<file path="src/rtl/smii_phy_ep.sv">
// SMII PHY-side endpoint: segment alignment from SYNC, TX segment decode,
// RX segment generation (data or in-band status) with 10M repetition.
module smii_phy_ep #(
    parameter int unsigned SAMPLE_REP = 0
) (
    input  logic       phy_smii_ref_clk,
    input  logic       rst_async,
    input  logic       phy_smii_sync,
    input  logic       phy_smii_txd,
    output logic       phy_smii_rxd,
    input  logic       cfg_speed,
    input  logic       cfg_duplex,
    input  logic       cfg_link,
    input  logic       cfg_jabber,
    input  logic       rx_valid,
    input  logic [7:0] rx_data,
    input  logic       rx_er,
    output logic       rx_ready,
    output logic       tx_valid,
    output logic       tx_en,
    output logic       tx_er,
    output logic [7:0] tx_data,
    output logic       locked,
    output logic       sync_err
);

    typedef enum logic {
        ST_HUNT,
        ST_LOCKED
    } state_t;

    state_t      state;
    state_t      state_next;
    logic [3:0]  idx;          // predicted bit index of the current cycle
    logic [3:0]  idx_eff;      // bit index after honouring SYNC
    logic [3:0]  idx_next;
    logic [3:0]  rep;          // repetition number of the current segment
    logic [3:0]  rep_next;
    logic        seg_speed;    // speed in force for the current segment
    logic        err_sticky;
    logic        last_status;  // previous loaded RX segment was a status one
    logic [8:0]  tx_sr;        // TXD bits 0..8; bit 9 is taken live
    logic [9:0]  rx_sr;
    logic [9:0]  new_seg;
    logic [9:0]  seg_src;
    logic        realign;
    logic        lost;
    logic        seg_end;
    logic        load;
    logic        decode;

    // Alignment FSM next state, segment events and RX segment selection.
    always_comb begin
        // NOTE: every signal gets a default first so no path leaves one unassigned (no latch).
        state_next = state;
        realign    = 1'b0;
        lost       = 1'b0;
        idx_eff    = phy_smii_sync ? 4'd0 : idx;
        idx_next   = (idx_eff == 4'd9) ? 4'd0 : idx_eff + 4'd1;

        if (state == ST_HUNT) begin
            if (phy_smii_sync) begin
                state_next = ST_LOCKED;
            end
        end else begin
            if (phy_smii_sync && (idx != 4'd0)) begin
                realign = 1'b1;
            end else if (!phy_smii_sync && (idx == 4'd0)) begin
                lost       = 1'b1;
                state_next = ST_HUNT;
            end
        end

        // A realign forces idx_eff to 0, so it always beats a pending load.
        seg_end  = (state == ST_LOCKED) && (idx_eff == 4'd9);
        load     = seg_end && (seg_speed || (rep == 4'd9));
        decode   = seg_end && (seg_speed || (rep == 4'(SAMPLE_REP)));
        rep_next = (seg_speed || cfg_speed || (rep == 4'd9)) ? 4'd0 : rep + 4'd1;

        if (rx_valid) begin
            new_seg = {rx_data, 2'b11};
        end else begin
            new_seg = {1'b1, 2'b00, cfg_jabber, cfg_link, cfg_duplex, cfg_speed,
                       err_sticky, 1'b0, ~cfg_duplex & tx_en};
        end
        seg_src  = load ? new_seg : rx_sr;
        rx_ready = load && rx_valid;
    end

    assign locked = (state == ST_LOCKED);

    // FSM state register and error pulse.
    always_ff @(posedge phy_smii_ref_clk or posedge rst_async) begin
        if (rst_async) begin
            state    <= ST_HUNT;
            sync_err <= 1'b0;
        end else begin
            // NOTE: sequential state uses non-blocking assignment so all flops update together.
            state    <= state_next;
            sync_err <= realign | lost;
        end
    end

    // Bit index, repetition counter and per-segment speed.
    always_ff @(posedge phy_smii_ref_clk or posedge rst_async) begin
        if (rst_async) begin
            idx       <= 4'd0;
            rep       <= 4'd0;
            seg_speed <= 1'b0;
        end else begin
            idx <= idx_next;
            if ((state == ST_HUNT) && phy_smii_sync) begin
                rep       <= 4'd0;
                seg_speed <= cfg_speed;
            end else if (seg_end) begin
                rep       <= rep_next;
                seg_speed <= cfg_speed;
            end
        end
    end

    // TX sampling and segment decode.
    always_ff @(posedge phy_smii_ref_clk or posedge rst_async) begin
        if (rst_async) begin
            // NOTE: the small shift registers are reset too; they are flops, not a RAM.
            tx_sr    <= 9'd0;
            tx_valid <= 1'b0;
            tx_en    <= 1'b0;
            tx_er    <= 1'b0;
            tx_data  <= 8'd0;
        end else begin
            if (idx_eff != 4'd9) begin
                tx_sr[idx_eff] <= phy_smii_txd;
            end
            tx_valid <= decode;
            if (decode) begin
                tx_er   <= tx_sr[0];
                tx_en   <= tx_sr[1];
                tx_data <= {phy_smii_txd, tx_sr[8:2]};
            end
        end
    end

    // RX segment register, serial output and receive error tracking.
    always_ff @(posedge phy_smii_ref_clk or posedge rst_async) begin
        if (rst_async) begin
            rx_sr        <= 10'd0;
            phy_smii_rxd <= 1'b0;
            err_sticky   <= 1'b0;
            last_status  <= 1'b1;
        end else begin
            if (state_next == ST_HUNT) begin
                rx_sr <= 10'd0;
            end else if (load) begin
                rx_sr <= new_seg;
            end
            phy_smii_rxd <= (state_next == ST_LOCKED) ? seg_src[idx_next] : 1'b0;
            if (load) begin
                if (rx_valid) begin
                    err_sticky  <= (last_status ? 1'b0 : err_sticky) | rx_er;
                    last_status <= 1'b0;
                end else begin
                    last_status <= 1'b1;
                end
            end
        end
    end

endmodule

</file>
<file path="config.mk">
export PLATFORM = sky130hd
export DESIGN_NAME = smii_phy_ep
export DESIGN_NICKNAME = d
export VERILOG_FILES = /design/src/rtl/smii_phy_ep.sv
export SDC_FILE = /design/constraint.sdc
export NUM_CORES = 1
export LEC_CHECK = 0
export CORE_ASPECT_RATIO = 0.5
export CORE_UTILIZATION = 46
export CTS_CLUSTER_DIAMETER = 60
export DETAILED_ROUTE_END_ITERATION = 10
export PLACE_DENSITY = 0.77
export SYNTH_ARGS = -nofsm -noshare
export SYNTH_HDL_FRONTEND = slang
export SYNTH_SLANG_ARGS = --single-unit
</file>
<file path="constraint.sdc">
create_clock -name phy_smii_ref_clk -period 1.9 [get_ports phy_smii_ref_clk]
set_input_delay 0.19 -clock phy_smii_ref_clk [delete_from_list [all_inputs] [get_ports phy_smii_ref_clk]]
set_output_delay 0.19 -clock phy_smii_ref_clk [all_outputs]
set_load 0.005 [all_outputs]
</file>
==> summary.md, run 1 <==
| Metric | Value |
|---|---|
| Area Growth Syn to Fin | 40.98% |
| Unique cell type count in the Yosys netlist | 40 |
| Reg2Reg Depth | 7 |
| Die Ht | 50.03 µm |
| Routed Antenna Nets | 0 |
| Core Area | 4403 µm² |
| CTS clock-pin slew for the worst setup and hold paths | 0.08 ns |
| # DRC | 2 |
| Min-delay worst type | input pin to asynchronous set/reset pin |
| NumNets Final | 287 |
| Net Count, Synth | 213 |
| Element type at the critical path end | flip-flop |
| Proportion of layout cells with a drive suffix above 1 | 35.21% |
| Fill count | 324 |
| Most used routing layer | met2 |
| M3 GR Usage | 5.106% |
| # diodes | 0 |
| Met1 usage | 26.94% |
| CTS root buf | clkbuf_8 |
| Startpoint Class | flip-flop |
| LEAKAGE | 1.384 nW |
| Buffers on Ports | 32 |
| Max Fclk | 0.4631 GHz |
| Total GRT Usage | 22.36% |
| Global-route wire length before repair | 8.293 mm |
| Proportion of netlist area held by the largest area contributor | 50.71% |
| Syn_area_per_cell | 11.05 µm² |
| Ys Warns | 0 |
| Violated checks | design-rule violations, negative setup slack |
| CP required | 2.07 ns |
| Vias in the first global route | 1766 |
| Detailed-route via count | 1703 |
| Clk Latency, worst-skew pair | 0.30 ns |
| Number of vias per cell | 5.256 |
| Slew @ Worst Pin | 0.5378 ns |
| Int Pwr | 0.001574 W |
| Num rows | 17 |
| Top-level I/O count | 33 |
| Power, Total | 0.002126 W |
| Initial Util | 48.20% |
| Seq pwr share | 51.2% |
| Largest net degree at the start of global routing | 25 |
| Most frequent cells in the layout | dfrtp_1, buf_4, clkdlybuf4s50_1 |
| Fin. Hold Viols | 0 |
| Longest Clk Path Bufs | 2 |
| Area contributors post-synth | dfrtp_1, mux2_2, mux2i_1 |
| Worst Path Arrival | 2.33 ns |
| Drt wl/cell | 16.14 µm |
| Met2 Use GR | 38.73% |
| Final clock period utilization by the worst path | 113.6% |
| Final setup vio count | 4 |
| CP Max Fanout | 3 |
| Drt first pass iters | 8 |
| Die X-Extent | 98.06 µm |
| Largest area contributor in the netlist | dfrtp_1 |
| Max-slew violations | 0 |
| Clock sink count | 44 |
| Grt total ovfl | 0 |
| Mapped Cells | 192 |
| Hpwl dp | 3.644 mm |
| Number of H-tree levels | 2 |
| Iter 0 DRT Violations | 83 |
| Final worst slack | -0.2592 ns |
| Initial antenna violation count | 0 |
| Multi-input gate area | 998.5 µm² |
| Commonest non-fill, non-tap cell in the layout | dfrtp_1 |
| Crit Path Class | flip-flop to flip-flop |
| Num CTS Buffers | 5 |
| Post-route setup TNS | -0.3467 ns |
| Pwr dens | 710.5 nW/µm² |
| Register area share after synthesis | 51.95% |
| Synthesis-stage register bit count | 44 |
| Worst IR Drop VDD | 0.3312 mV |
| CTS tree | yes |
| Synthesized cell area | 2122 µm² |
| Sw Share | 25.97% |
| Hold_ws | 0.1691 ns |
| P_sw | 0.0005520 W |
| Number of max-cap violations | 0 |
| Clock power frac | 28.5% |
| Final min period | 2.159 ns |
| FF+latch area | 1102 µm² |
| RSZ-0062 raised after global routing | yes |
| Slew headroom | 63.92% |
| GP Congestion | 0.9158 |
| Die ar. | 4905 µm² |
| Fin Clk Skew | 0.007074 ns |
| Status | finished with violations |
| Combinational Power Share | 20.2% |
| Routed wire length | 5.229 mm |
## critical path, stage by stage (launching register included)
cell	delay, ns
dfrtp_1	0.43
ha_4	0.18
and3b_2	0.21
o2111a_2	0.28
buf_6	0.14
mux2i_4	0.17
a211oi_2	0.08
or4_1	0.53
## registers in the layout, indices dropped and copies added (netlist names), 4 cells and up
| name | cells |
|---|---|
| rx_sr | 10 |
| tx_sr | 9 |
| tx_data | 8 |
| idx | 4 |
| rep | 4 |
## cell families (layout without fill, tap and decap cells)
| group | Yosys count | in the layout | share of synthesized area (%) |
|---|---|---|---|
| simple gates | 58 | 58 | 14.39 |
| flops | 44 | 44 | 51.95 |
| compound gates | 28 | 28 | 9.375 |
| buf+inv | 24 | 99 | 4.953 |
| mux | 32 | 32 | 16.33 |
| fa+ha+maj | 3 | 3 | 1.769 |
| xor+xnor | 3 | 3 | 1.238 |
## timing repair
item	CTS	global route
hold buffers	0	0
setup buffers	4	1
gates cloned	0	1
resized for setup	15	13
pin swaps	2	2
setup endpoints to repair	2	13
hold endpoints to repair	0	0
## routing by layer
metal / vias up / wire length [µm]
li1: 814 / -
met1: 814 / 2346
met2: 64 / 2505
met3: 11 / 279
met4: 0 / 98
met5: - / 0
## final cells by class
| cell class | count | area share (%) |
|---|---|---|
| Tap cell | 57 | 2.384 |
| Clock buffer | 8 | 3.011 |
| Sequential cell | 44 | 36.85 |
| Inverter | 14 | 1.757 |
| Timing Repair Buffer | 77 | 22.63 |
| Multi-Input combinational cell | 124 | 33.38 |
## power by group through the flow
stage          Combinational, W  Sequential (W)  Clock [W]
5_1_grt                0.000462         0.00110   0.000645
4_1_cts                0.000418         0.00109   0.000608
3_5_place_dp           0.000407         0.00111          0
2_1_floorplan          0.000191         0.00110          0
6_report               0.000430         0.00109   0.000606
3_3_place_gp           0.000390         0.00110          0
## metrics by stage
stage	util [%]	worst slack, ns	instance area, µm²	cells
after floorplan	-	-0.1060	2122	192
after CTS	66.95	-0.2167	2948	322
after detailed placement	62.83	-0.4076	2766	310
after global routing	67.95	-0.2791	2992	324
after global placement	62.83	-0.3556	2766	310
final	67.95	-0.2592	2992	324
## final timing paths
kind | from | end | slack [ns]
min reg2reg | last_status$_DFFE_PP1P_ | last_status$_DFFE_PP1P_ | 0.47
min in group phy_smii_ref_clk | rx_data[7] | rx_sr[9]$_DFF_PP0_ | 0.47
max in group asynchronous | rst_async | last_status$_DFFE_PP1P_ | 1.18
max | rep[0]$_DFFE_PP0P_ | phy_smii_rxd$_DFF_PP0_ | -0.26
max reg2reg | rep[0]$_DFFE_PP0P_ | phy_smii_rxd$_DFF_PP0_ | -0.26
min | rst_async | rep[3]$_DFFE_PP0P_ | 0.17
## Yosys cell counts, drive strengths merged
master and count:
a211oi 6, a21o 2, a21oi 6, a221oi 1
a22o 4, a22oi 1, a311oi 1, a31oi 1
and2 3, and3 1, and3b 1, buf 3
clkbuf 7, dfrtp 43, dfstp 1, ha 3
inv 14, mux2 21, mux2i 11, nand2 11
nand2b 2, nand3 7, nor2 21, nor2b 4
nor3 2, nor3b 2, nor4b 1, o2111a 1
o211ai 1, o21ai 3, o21bai 1, or3 1
or4 2, xnor2 1, xor2 2
No activity file was read; power rests on OpenSTA's default activity.
==> run 2: changes to the inputs <==
--- a/config.mk
+++ b/config.mk
@@ -7,6 +7,7 @@
 export LEC_CHECK = 0
 export CORE_ASPECT_RATIO = 0.5
 export CORE_UTILIZATION = 46
+export CTS_BUF_LIST = sky130_fd_sc_hd__clkbuf_4 sky130_fd_sc_hd__clkbuf_8
 export CTS_CLUSTER_DIAMETER = 60
 export DETAILED_ROUTE_END_ITERATION = 10
 export PLACE_DENSITY = 0.77
==> run 2 against run 1 <==
  * The flow still finishes with violations (design-rule violations, negative setup slack)
  * Sequential power hardly changed
  * Design area shrank 0.50%
  * Via count up 1.5%
  * Final cell count unchanged
  * Critical path type unchanged
  * Critical endpoint unchanged
  * Largest cell class unchanged
  * Highest routed layer unchanged
==> summary.md, run 2 (synthesis results as in run 1) <==
| Metric | Value |
|---|---|
| Final clock period utilization by the worst path | 113.0% (was 113.6%) |
| Most frequent cells in the layout | dfrtp_1, buf_4, clkdlybuf4s50_1 (unchanged) |
| Area Growth Syn to Fin | 40.27% (was 40.98%) |
| Flop2flop setup slack | -0.25 ns (was -0.26 ns) |
| Worst IR Drop VDD | 0.3330 mV (was 0.3312 mV) |
| Slew headroom | 63.96% (was 63.92%) |
| Fin. Hold Viols | 0 (unchanged) |
| Multi-input gate area | 985.9 µm² (was 998.5 µm²) |
| Worst r2r src | rep[0]$_DFFE_PP0P_ (unchanged) |
| Pwr dens | 723.6 nW/µm² (was 710.5 nW/µm²) |
| Die X-Extent | 98.06 µm (unchanged) |
| Layout Utilization | 67.60% (was 67.95%) |
| Drt first pass iters | 8 (unchanged) |
| Slew @ Worst Pin | 0.5373 ns (was 0.5378 ns) |
| Clk Latency, worst-skew pair | 0.30 ns (about the same) |
| Fill count | 324 (unchanged) |
| Grt total ovfl | 0 (unchanged) |
| R2R Path End | phy_smii_rxd$_DFF_PP0_ (unchanged) |
| Final instance area | 2977 µm² (was 2992 µm²) |
| Post-route setup TNS | -0.3479 ns (was -0.3467 ns) |
| Startpoint Class | flip-flop (unchanged) |
| RSZ-0062 raised after global routing | yes (unchanged) |
| Largest net degree at the start of global routing | 25 (unchanged) |
| Hpwl dp | 3.644 mm (unchanged) |
| Drt wl/cell | 16.18 µm (was 16.14 µm) |
| NumNets Final | 287 (unchanged) |
| Number of max-cap violations | 0 (unchanged) |
| Number of H-tree levels | 2 (unchanged) |
| Die ar. | 4905 µm² (unchanged) |
| Number of vias per cell | 5.336 (was 5.256) |
| Vias in the first global route | 1793 (was 1766) |
| # DRC | 2 (unchanged) |
| Num CTS Buffers | 5 (unchanged) |
| Global-route wire length before repair | 8.328 mm (was 8.293 mm) |
| Top-level I/O count | 33 (unchanged) |
| Initial Util | 48.20% (unchanged) |
| Die Ht | 50.03 µm (unchanged) |
| Reg2Reg Depth | 7 (unchanged) |
| Routed wire length | 5.243 mm (was 5.229 mm) |
| Crit Path Class | flip-flop to flip-flop (unchanged) |
| Final worst slack | -0.2463 ns (was -0.2592 ns) |
| Num rows | 17 (unchanged) |
| FF+latch area | 1102 µm² (unchanged) |
| Core Area | 4403 µm² (unchanged) |
| CP startpoint | rep[0]$_DFFE_PP0P_ (unchanged) |
| Violated checks | design-rule violations, negative setup slack (unchanged) |
| Iter 0 DRT Violations | 115 (was 83) |
| Status | finished with violations (unchanged) |
| Total GRT Usage | 22.49% (was 22.36%) |
| Final min period | 2.146 ns (was 2.159 ns) |
| Element type at the critical path end | flip-flop (unchanged) |
| CP required | 2.07 ns (about the same) |
| CP endpoint | phy_smii_rxd$_DFF_PP0_ (unchanged) |
| Detailed-route via count | 1729 (was 1703) |
| Final setup vio count | 3 (was 4) |
| CTS tree | yes (unchanged) |
| Max Fclk | 0.4659 GHz (was 0.4631 GHz) |
| CP Max Fanout | 3 (unchanged) |
| Most flop-heavy register | rx_sr (unchanged) |
| Top flop regs | rx_sr: 10 flops, tx_sr: 9 flops, tx_data: 8 flops (unchanged) |
| GP Congestion | 0.9158 (unchanged) |
| Longest Clk Path Bufs | 2 (unchanged) |
| LEAKAGE | 1.387 nW (was 1.384 nW) |
| Proportion of layout cells with a drive suffix above 1 | 34.46% (was 35.21%) |
| Max-slew violations | 0 (unchanged) |
| Fin Clk Skew | 0.006818 ns (was 0.007074 ns) |
| # diodes | 0 (unchanged) |
| Min-delay worst type | input pin to asynchronous set/reset pin (unchanged) |
| Power, Total | 0.002154 W (was 0.002126 W) |
| CTS clock-pin slew for the worst setup and hold paths | 0.08 ns (about the same) |
| Buffers on Ports | 32 (unchanged) |
| Commonest non-fill, non-tap cell in the layout | dfrtp_1 (unchanged) |
| Routed Antenna Nets | 0 (unchanged) |
| Initial antenna violation count | 0 (unchanged) |
| CTS root buf | clkbuf_8 (unchanged) |
| Placed cell area | 2766 µm² (unchanged) |
| Clock sink count | 44 (unchanged) |
| Worst Path Arrival | 2.31 ns (was 2.33 ns) |
| Max reg flops | 10 (unchanged) |
==> run 2: how the worst min path moves through the flow <==
stage,start,endpoint,slack (ns),cells after the start
2_1_floorplan,phy_smii_sync,idx[0]$_DFF_PP0_,0.32,2
3_3_place_gp,last_status$_DFFE_PP1P_,last_status$_DFFE_PP1P_,0.46,2
3_5_place_dp,last_status$_DFFE_PP1P_,last_status$_DFFE_PP1P_,0.45,2
4_1_cts,rst_async,rx_sr[8]$_DFF_PP0_,0.19,2
5_1_grt,rst_async,rep[3]$_DFFE_PP0P_,0.21,2
6_report,rst_async,rep[3]$_DFFE_PP0P_,0.17,2
==> run 2: what timing repair did <==
action,4_1_cts,5_1_grt
buffers inserted,4,1
pin swaps,2,2
cloned,0,1
endpoints found under the setup margin,2,13
hold buffers,0,0
gates resized for setup,13,8
==> run 2: area by class of cell <==
type / instances / area share [%]
clock buffer: 8 / 3.279
inverter: 14 / 1.765
multi-input combinational: 124 / 33.12
sequential: 44 / 37.03
tap: 57 / 2.396
timing repair buffer: 77 / 22.40
==> run 2: critical path, stage by stage (launching register included) <==
cell and delay [ns]:
dfrtp_1 0.43, ha_4 0.18, and3b_1 0.18, o2111a_2 0.28
buf_4 0.15, mux2i_1 0.12, a22o_1 0.20, or4_1 0.48
==> run 2: stage by stage <==
stage               worst slack (ns)  std cells  hold WS, ns
global placement             -0.3556        310       0.4568
finish                       -0.2463        324       0.1720
global route                 -0.2782        324       0.2092
CTS                          -0.2148        322       0.1857
detailed placement           -0.4076        310       0.4547
floorplan                    -0.1060        192       0.3238
==> run 2: per-layer routing <==
layer | vias to the layer above | global-route usage, % | wire [µm] | share of wire [%]
met5 | - | 0 | 0 | 0
met1 | 835 | 26.76 | 2341 | 45
met2 | 68 | 38.73 | 2483 | 47
met3 | 14 | 4.965 | 282 | 5.4
met4 | 0 | 12.12 | 136 | 2.6
li1 | 812 | - | - | -
==> run 2: power breakdown <==
group | internal (W) | switching, W
Combinational | 0.000241 | 0.000188
Clock | 0.000325 | 0.000311
Sequential | 0.00103 | 0.0000533
==> run 3: changes to the inputs <==
--- a/config.mk
+++ b/config.mk
@@ -6,11 +6,11 @@
 export NUM_CORES = 1
 export LEC_CHECK = 0
 export CORE_ASPECT_RATIO = 0.5
-export CORE_UTILIZATION = 46
+export CORE_UTILIZATION = 35
 export CTS_BUF_LIST = sky130_fd_sc_hd__clkbuf_4 sky130_fd_sc_hd__clkbuf_8
 export CTS_CLUSTER_DIAMETER = 60
 export DETAILED_ROUTE_END_ITERATION = 10
-export PLACE_DENSITY = 0.77
+export PLACE_DENSITY = 0.6
 export SYNTH_ARGS = -nofsm -noshare
 export SYNTH_HDL_FRONTEND = slang
 export SYNTH_SLANG_ARGS = --single-unit
==> constraint.sdc (replaced) <==
create_clock -name phy_smii_ref_clk -period 2.5 [get_ports phy_smii_ref_clk]
set_input_delay 0.25 -clock phy_smii_ref_clk [delete_from_list [all_inputs] [get_ports phy_smii_ref_clk]]
set_output_delay 0.25 -clock phy_smii_ref_clk [all_outputs]
set_load 0.005 [all_outputs]
==> run 3 against run 2 <==
  * The flow finishes with violations (design-rule violations)
  * Hold slack improved by 0.16 ns
  * Sequential share of layout area grew 3.9 points
  * Sequential power shrank 23%
==> summary.md, run 3 (synthesis results as in run 1) <==
| Metric | Value |
|---|---|
| Proportion of layout cells with a drive suffix above 1 | 22.03% (was 34.46%) |
| Pwr dens | 576.8 nW/µm² (was 723.6 nW/µm²) |
| Slew @ Worst Pin | 0.8567 ns (was 0.5373 ns) |
| Grt total ovfl | 0 (unchanged) |
| Detailed-route via count | 1545 (was 1729) |
| CTS root buf | clkbuf_8 (unchanged) |
| Max reg flops | 10 (unchanged) |
| RSZ-0062 raised after global routing | no (was yes) |
| Final instance area | 2691 µm² (was 2977 µm²) |
| Core Area | 5658 µm² (was 4403 µm²) |
| Die X-Extent | 112.1 µm (was 98.06 µm) |
| Flop2flop setup slack | 0.25 ns (was -0.25 ns) |
| Most flop-heavy register | rx_sr (unchanged) |
| Reg2Reg Depth | 8 (was 7) |
| Hpwl dp | 3.195 mm (was 3.644 mm) |
| Cts-stage hold buffer count | 0 (unchanged) |
| Fill count | 543 (was 324) |
| Largest net degree at the start of global routing | 24 (was 25) |
| Status | finished with violations (unchanged) |
| Iter 0 DRT Violations | 63 (was 115) |
| CP Cell Sequence | inv_1 -> ha_1 -> and3b_1 -> o2111a_2 -> and2_1 -> clkdlybuf4s50_1 (was ha_4 -> and3b_1 -> o2111a_2 -> buf_4 -> mux2i_1 -> a22o_1 -> or4_1) |
| Global-route wire length before repair | 7.389 mm (was 8.328 mm) |
| CTS tree | yes (unchanged) |
| Num CTS Buffers | 5 (unchanged) |
| # DRC | 2 (unchanged) |
| Max Fclk | 0.4225 GHz |
| Slew headroom | 42.54% (was 63.96%) |
| Die Ht | 57.06 µm (was 50.03 µm) |
| Num rows | 19 (was 17) |
| Slowest cell on crit path | clkdlybuf4s50_1 (was or4_1) |
| Area Growth Syn to Fin | 26.83% (was 40.27%) |
| NumNets Final | 256 (was 287) |
| Drt wl/cell | 13.91 µm (was 16.18 µm) |
| Top-level I/O count | 33 (unchanged) |
| Longest Clk Path Bufs | 2 (unchanged) |
| Crit Path Class | flip-flop to output pin (was flip-flop to flip-flop) |
| Clk Latency, worst-skew pair | 0.29 ns (was 0.30 ns) |
| GP Congestion | 0.8742 (was 0.9158) |
| Most frequent cells in the layout | dfrtp_1, clkdlybuf4s50_1, nor2_1, mux2_2 (was dfrtp_1, buf_4, clkdlybuf4s50_1) |
| CTS clock-pin slew for the worst setup and hold paths | 0.08 ns (about the same) |
| Max-slew violations | 0 (unchanged) |
| Number of H-tree levels | 2 (unchanged) |
| Top flop regs | rx_sr: 10 flops, tx_sr: 9 flops, tx_data: 8 flops (unchanged) |
| Vias in the first global route | 1536 (was 1793) |
| Fin. Hold Viols | 0 (unchanged) |
| CP required | 2.25 ns (was 2.07 ns) |
| Final clock period utilization by the worst path | 94.68% |
| Routed Antenna Nets | 0 (unchanged) |
| R2R Path End | phy_smii_rxd$_DFF_PP0_ (unchanged) |
| LEAKAGE | 1.220 nW (was 1.387 nW) |
| Min-delay worst type | input pin to asynchronous set/reset pin (unchanged) |
| Commonest non-fill, non-tap cell in the layout | dfrtp_1 (unchanged) |
| Final min period | 2.367 ns |
| Placed cell area | 2584 µm² (was 2766 µm²) |
| WP buf/inv | 2 (was 1) |
| Drt first pass iters | 7 (was 8) |
| Crit path largest cell delay | 0.52 ns (was 0.48 ns) |
| Final setup vio count | 0 (was 3) |
| Post-route setup TNS | 0 ns (was -0.3479 ns) |
| Worst Path Arrival | 2.12 ns (was 2.31 ns) |
| Worst IR Drop VDD | 0.2062 mV (was 0.3330 mV) |
| Die ar. | 6397 µm² (was 4905 µm²) |
| Startpoint Class | flip-flop (unchanged) |
| # diodes | 0 (unchanged) |
| Delay-heaviest family, CP | buffers and inverters (was simple AND/OR/NAND/NOR gates) |
| Total GRT Usage | 14.86% (was 22.49%) |
| Buffers on Ports | 32 (unchanged) |
| Fin Clk Skew | 0.005634 ns (was 0.006818 ns) |
| Worst r2r src | rep[1]$_DFFE_PP0P_ (was rep[0]$_DFFE_PP0P_) |
| Number of vias per cell | 5.000 (was 5.336) |
| Violated checks | design-rule violations (was design-rule violations, negative setup slack) |
| Initial antenna violation count | 0 (unchanged) |
| Clock sink count | 44 (unchanged) |
| Element type at the critical path end | output pin (was flip-flop) |
| CP Max Fanout | 5 (was 3) |
| Initial Util | 37.51% (was 48.20%) |
| Number of max-cap violations | 0 (unchanged) |
| Routed wire length | 4.297 mm (was 5.243 mm) |
==> run 3: worst max-delay path by stage <==
stage | startpoint | end | depth (start not counted)
global placement | phy_smii_sync | phy_smii_rxd$_DFF_PP0_ | 6
global route | rep[1]$_DFFE_PP0P_ | rx_ready | 6
finish | rep[1]$_DFFE_PP0P_ | rx_ready | 6
floorplan | rep[1]$_DFFE_PP0P_ | phy_smii_rxd$_DFF_PP0_ | 8
detailed placement | phy_smii_sync | phy_smii_rxd$_DFF_PP0_ | 6
CTS | rep[1]$_DFFE_PP0P_ | rx_ready | 6
==> run 3: metrics by stage <==
step / std cells / hold slack, ns / setup WS (ns) / utilization [%] / power (W)
detailed placement: 299 / 0.4664 / 0.07796 / 45.67 / 0.001114
finish: 309 / 0.3359 / 0.1329 / 47.57 / 0.001552
CTS: 307 / 0.3579 / 0.05789 / 47.30 / 0.001568
global route: 309 / 0.4176 / 0.02519 / 47.57 / 0.001635
floorplan: 192 / 0.3838 / 0.4940 / - / 0.0009824
global placement: 299 / 0.4541 / 0.1319 / 45.67 / 0.001104
==> run 3: power breakdown <==
part | internal, W | total, W | switching [W]
combinational | 0.000152 | 0.000261 | 0.000110
clock | 0.000231 | 0.000456 | 0.000225
sequential | 0.000787 | 0.000835 | 0.0000484
total | 0.00117 | 0.00155 | 0.000383
==> run 3: cell type report <==
class	count	area, µm²	area share (%)
flip-flops and latches	44	1102	40.96
multi-input cells	124	915.9	34.03
repair buffers	46	437.9	16.27
clock buffers	8	91.34	3.394
well taps	73	91.34	3.394
inverters	14	52.55	1.953
==> run 3: layer usage <==
layer  GRT usage, %  routed length [µm]
met2          22.89                1894
met1          21.28                2187
met4          3.429                  17
met3          3.719                 197
met5              0                   0
==> run 3: timing repair <==
item / CTS / global route
setup buffers: 0 / 2
resized for setup: 1 / 0
setup endpoints to repair: 1 / 1
==> RTL edit 1 (flow settings as in run 2) <==
Register the inputs `cfg_speed`, `cfg_duplex`, `cfg_link` and `cfg_jabber` before use. The logic sees them one clock later. The other inputs are not delayed to match.
--- a/src/rtl/smii_phy_ep.sv
+++ b/src/rtl/smii_phy_ep.sv
@@ -30,2 +30,14 @@
     } state_t;
+
+    logic cfg_speed_q;
+    logic cfg_duplex_q;
+    logic cfg_link_q;
+    logic cfg_jabber_q;
+
+    always_ff @(posedge phy_smii_ref_clk) begin
+        cfg_speed_q  <= cfg_speed;
+        cfg_duplex_q <= cfg_duplex;
+        cfg_link_q   <= cfg_link;
+        cfg_jabber_q <= cfg_jabber;
+    end
 
@@ -77,3 +89,3 @@
         decode   = seg_end && (seg_speed || (rep == 4'(SAMPLE_REP)));
-        rep_next = (seg_speed || cfg_speed || (rep == 4'd9)) ? 4'd0 : rep + 4'd1;
+        rep_next = (seg_speed || cfg_speed_q || (rep == 4'd9)) ? 4'd0 : rep + 4'd1;
 
@@ -82,4 +94,4 @@
         end else begin
-            new_seg = {1'b1, 2'b00, cfg_jabber, cfg_link, cfg_duplex, cfg_speed,
-                       err_sticky, 1'b0, ~cfg_duplex & tx_en};
+            new_seg = {1'b1, 2'b00, cfg_jabber_q, cfg_link_q, cfg_duplex_q, cfg_speed_q,
+                       err_sticky, 1'b0, ~cfg_duplex_q & tx_en};
         end
@@ -113,6 +125,6 @@
                 rep       <= 4'd0;
-                seg_speed <= cfg_speed;
+                seg_speed <= cfg_speed_q;
             end else if (seg_end) begin
                 rep       <= rep_next;
-                seg_speed <= cfg_speed;
+                seg_speed <= cfg_speed_q;
             end
Behaviour: not the same (Yosys sat finds a counterexample within 10 cycles, from zero or initial values and one cycle with rst_async high).
==> RTL edit 1 against run 2 <==
Global-route usage fell by 1.9 points; sequential cell count grew 4; core utilization shrank 3.7 points; final cell count rose by 0.31%; cell area shrank 1.8%; worst setup slack better by 0.25 ns; clock skew barely moved; largest cell class unchanged; first-iteration DRC count rose by 4.3%; sequential share of layout area increased by 3.4 points; synthesized area is 7.5% higher; routed wire length down 8.4%; total power is 5.8% higher.
==> RTL edit 1: results (changes against run 2) <==
placed_design:
  gp_congestion: 0.918  # was 0.916
  place_ws_ns: -0.223  # was -0.408 ns
  place_inst: 315  # was 310
  postPlaceCellArea_mm2: 0.00278  # was 0.00277 mm2
  hpwl_mm: 3.38  # was 3.64 mm
global_route:
  grt_usage_pct: 20.6  # was 22.5%
  grtUsageMet2_pct: 34.6  # was 38.7%
  grt_pass1_wl_mm: 8.04  # was 8.33 mm
  grt_max_degree: 45  # was 25
  use_met3_pct: 4.30  # was 4.96%
  use_met1_pct: 26.6  # was 26.8%
worst_setup_path:
  slowest_delay_ns: 0.41  # was 0.48 ns
  critPathMaxFanout: 7  # was 3
  ff2ff_path_depth: 7  # unchanged
  crit_arrival_ns: 2.07  # was 2.31 ns
  cp_slowest_cell: "dfrtp_1"  # was or4_1
detailed_routing:
  met1_length_mm: 2.23  # was 2.34 mm
  dr.pass1.iters: 4  # was 8
  drtIter0Drc: 120  # was 115
  vias: 1719  # was 1,729
  wl_per_cell_um: 14.8  # was 16.2 um
  wl_met2_mm: 2.30  # was 2.48 mm
  totalWireLength_mm: 4.81  # was 5.24 mm
  wl_met3_um: 213  # was 282 um
logic_synthesis:
  netlist-cell-type-count: 46  # was 40
  async_flop_share_pct: 91.7  # was 100%
  syn_area_per_cell_um2: 11.0  # was 11.1 um2
  synth.area.top_cells: "dfrtp_1, mux2_4, mux2_2"  # was dfrtp_1, mux2_2, mux2i_1
  syn_nets: 229  # was 213
  yosysSeqAreaShare_pct: 51.8  # was 51.9%
clock_network:
  root_buffer: "clkbuf_8"  # unchanged
  cts_buffers: 5  # unchanged
final_layout:
  final_nets: 279  # was 287
  fillers: 372  # was 324
  top_regs: "rx_sr (10), tx_sr (9), tx_data (8)"  # unchanged
  layout-drive-gt1-share_pct: 23.9  # was 34.5%
timing:
  worst_pin_slew_ns: 0.548  # was 0.537 ns
  fin_skew_ns: 0.00675  # was 0.00682 ns
  setup_violations: 0  # was 3
run_status:
  run_status: "complete, no violations"  # was finished with violations
power_and_ir_drop:
  irDropWorstVdd_v: 0.000331  # was 0.000333 V
  leakage_nw: 1.36  # was 1.39 nW
RTL edit 1: cell families (layout without fill, tap and decap cells):
family / count (synthesis) / after routing / share of synthesized area [%]
simple gates: 69 / 69 / 15.9
flops: 48 / 48 / 51.8
compound gates: 37 / 37 / 11.3
mux: 27 / 27 / 14.5
buf+inv: 23 / 74 / 4.44
fa+ha+maj: 3 / 3 / 1.64
xor+xnor: 1 / 1 / 0.384
RTL edit 1: where the power goes:
group / switching [mW] / internal, mW
registers: 0.0669 / 1.11
logic: 0.143 / 0.205
clock network: 0.344 / 0.405
total: 0.554 / 1.72
RTL edit 1: worst paths after layout:
| kind | from | to | slack, ns |
|---|---|---|---|
| setup reg to reg | rep[0]$_DFFE_PP0P_ | phy_smii_rxd$_DFF_PP0_ | 0.006 |
| hold / removal | rst_async | tx_data[4]$_DFFE_PP0P_ | 0.33 |
| max in group asynchronous | rst_async | last_status$_DFFE_PP1P_ | 1.19 |
| setup / recovery | rep[0]$_DFFE_PP0P_ | phy_smii_rxd$_DFF_PP0_ | 0.006 |
| hold reg to reg | last_status$_DFFE_PP1P_ | last_status$_DFFE_PP1P_ | 0.51 |
| min in group phy_smii_ref_clk | cfg_speed | cfg_speed_q$_DFF_P_ | 0.33 |
RTL edit 1: cell type report:
type	instances	area, um2	area share, %
Tap cell	66	82.6	2.83
Multi-Input combinational cell	137	1020	34.8
Clock buffer	6	76.3	2.61
Inverter	12	45.0	1.54
Sequential cell	48	1180	40.5
Timing Repair Buffer	54	484	16.6
Clock inverter	2	35.0	1.20
RTL edit 1: repair_timing:
item                       4_1_cts  5_1_grt
setup buffers                    1        1
setup endpoints to repair        3        7
gates cloned                     0        0
pin swaps                        4        1
resized for setup                4        1
==> RTL edit 2 (config.mk and constraints of run 2) <==
Made on the original files. Put one more register stage on the output `sync_err`, cleared by the reset. The value now appears one clock later. The other outputs are not delayed to match.
--- a/src/rtl/smii_phy_ep.sv
+++ b/src/rtl/smii_phy_ep.sv
@@ -30,2 +30,4 @@
     } state_t;
+
+    logic sync_err_s0;
 
@@ -95,3 +97,3 @@
             state    <= ST_HUNT;
-            sync_err <= 1'b0;
+            sync_err_s0 <= 1'b0;
         end else begin
@@ -99,3 +101,3 @@
             state    <= state_next;
-            sync_err <= realign | lost;
+            sync_err_s0 <= realign | lost;
         end
@@ -168,2 +170,10 @@
 
+    always_ff @(posedge phy_smii_ref_clk or posedge rst_async) begin
+        if (rst_async) begin
+            sync_err <= '0;
+        end else begin
+            sync_err <= sync_err_s0;
+        end
+    end
+
 endmodule
Behaviour: not the same (Yosys sat finds a counterexample within 4 cycles, from zero or initial values and one cycle with rst_async high).
==> RTL edit 2 against run 2 <==
The run ends with setup timing left; critical path depth grew 2; routed wire length shrank 1.5%; worst setup slack lost 0.13 ns; total power grew 10%; cell area grew 3.6%; sequential cell count grew 1; synthesized area grew 1.2%; highest routed layer unchanged.
==> RTL edit 2: results (changes against run 2) <==
placed_design:
  hpwl_mm: 3.33  # was 3.64 mm
  postPlaceCellArea_mm2: 0.00276  # was 0.00277 mm2
  gp_congestion: 0.866  # was 0.916
  place_ws_ns: -0.359  # was -0.408 ns
  place_inst: 308  # was 310
  portBuffers: 32  # unchanged
power_and_ir_drop:
  p_sw_mw: 0.566  # was 0.553 mW
  p_seq_mw: 1.12
  power_frac_seq_pct: 47.2  # was 50.5%
  clock_power_share_pct: 36.2  # was 29.6%
  irDropWorstVdd_v: 0.000388  # was 0.000333 V
  leakage_nw: 1.44  # was 1.39 nW
clock_network:
  clkLatencyLatePin_ns: 0.30  # about the same
  cts_buffers: 5  # unchanged
  post_cts_resized: 10  # was 13
  path_clk_slew_ns: 0.09
  post_cts_buffers: 5  # was 4
global_route:
  grt_max_degree: 46  # was 25
  grt_pass1_wl_mm: 8.38  # was 8.33 mm
  grt_pass1_vias: 1676  # was 1,793
  grt_usage_pct: 22.3  # was 22.5%
timing:
  setup_violations: 5  # was 3
  setup_slack_ns: -0.373  # was -0.246 ns
  setup_tns_ns: -0.837  # was -0.348 ns
  fin_skew_ns: 0.00993  # was 0.00682 ns
  worst_pin_slew_ns: 0.553  # was 0.537 ns
  hold_ws_ns: 0.321  # was 0.172 ns
detailed_routing:
  met1_length_mm: 2.46  # was 2.34 mm
  totalWireLength_mm: 5.17  # was 5.24 mm
  viasPerCell: 5.23  # was 5.34
  top_layer: "met4"  # unchanged
  drtIter0Drc: 90  # was 115
  wl_met3_um: 194  # was 282 um
  dr.pass1.iters: 4  # was 8
  wl_met2_mm: 2.48  # about the same
run_status:
  violations: "setup timing"  # was DRC, setup timing
  run_status: "finished with violations"  # unchanged
logic_synthesis:
  syn_nets: 214  # was 213
  synth_common_cells: "dfrtp_1, mux2_2, nor2_1"  # unchanged
  synth.area.top_cells: "dfrtp_1, mux2_2, mux2i_1"  # unchanged
  syn_area_per_cell_um2: 11.1  # about the same
  yosysSeqAreaShare_pct: 52.5  # was 51.9%
worst_setup_path:
  rr_endpoint: "phy_smii_rxd$_DFF_PP0_"  # unchanged
  slowest_delay_ns: 0.52  # was 0.48 ns
  cp_slowest_cell: "or4_1"  # unchanged
  ff2ff_path_depth: 9  # was 7
  critPathLaunch: "rep[1]$_DFFE_PP0P_"  # was rep[0]$_DFFE_PP0P_
final_layout:
  layout-drive-gt1-share_pct: 37.3  # was 34.5%
  final_nets: 288  # was 287
  stdcell_count: 325  # was 324
  top_regs: "rx_sr (10), tx_sr (9), tx_data (8)"  # unchanged
  fillers: 313  # was 324
worst_hold_path:
  worstHoldPathType: "in2async"  # unchanged
[RTL edit 2: changes by cell type after synthesis, sizes merged]
cell,change
dfrtp,+1
[RTL edit 2: logic make-up (layout without fill, tap and decap cells)]
group	after synthesis	count (layout)	share of synthesized area, %
simple gates	58	58	14.2
flops	45	45	52.5
mux	32	32	16.1
compound gates	28	28	9.27
buf+inv	24	99	4.90
fa+ha+maj	3	3	1.75
xor+xnor	3	3	1.22
[RTL edit 2: layout make-up]
type / instances / area, um2 / share of cell area [%]
repair buffers: 77 / 689 / 22.4
multi-input cells: 124 / 1010 / 32.7
clock buffers: 5 / 68.8 / 2.23
flip-flops and latches: 45 / 1130 / 36.6
well taps: 57 / 71.3 / 2.31
inverters: 14 / 52.6 / 1.70
clock inverters: 3 / 65.1 / 2.11
[RTL edit 2: per-layer routing]
metal	global-route usage (%)	vias to the layer above
met4	5.47	0
met5	0	-
met2	36.6	42
met1	30.5	843
li1	-	812
met3	4.74	4
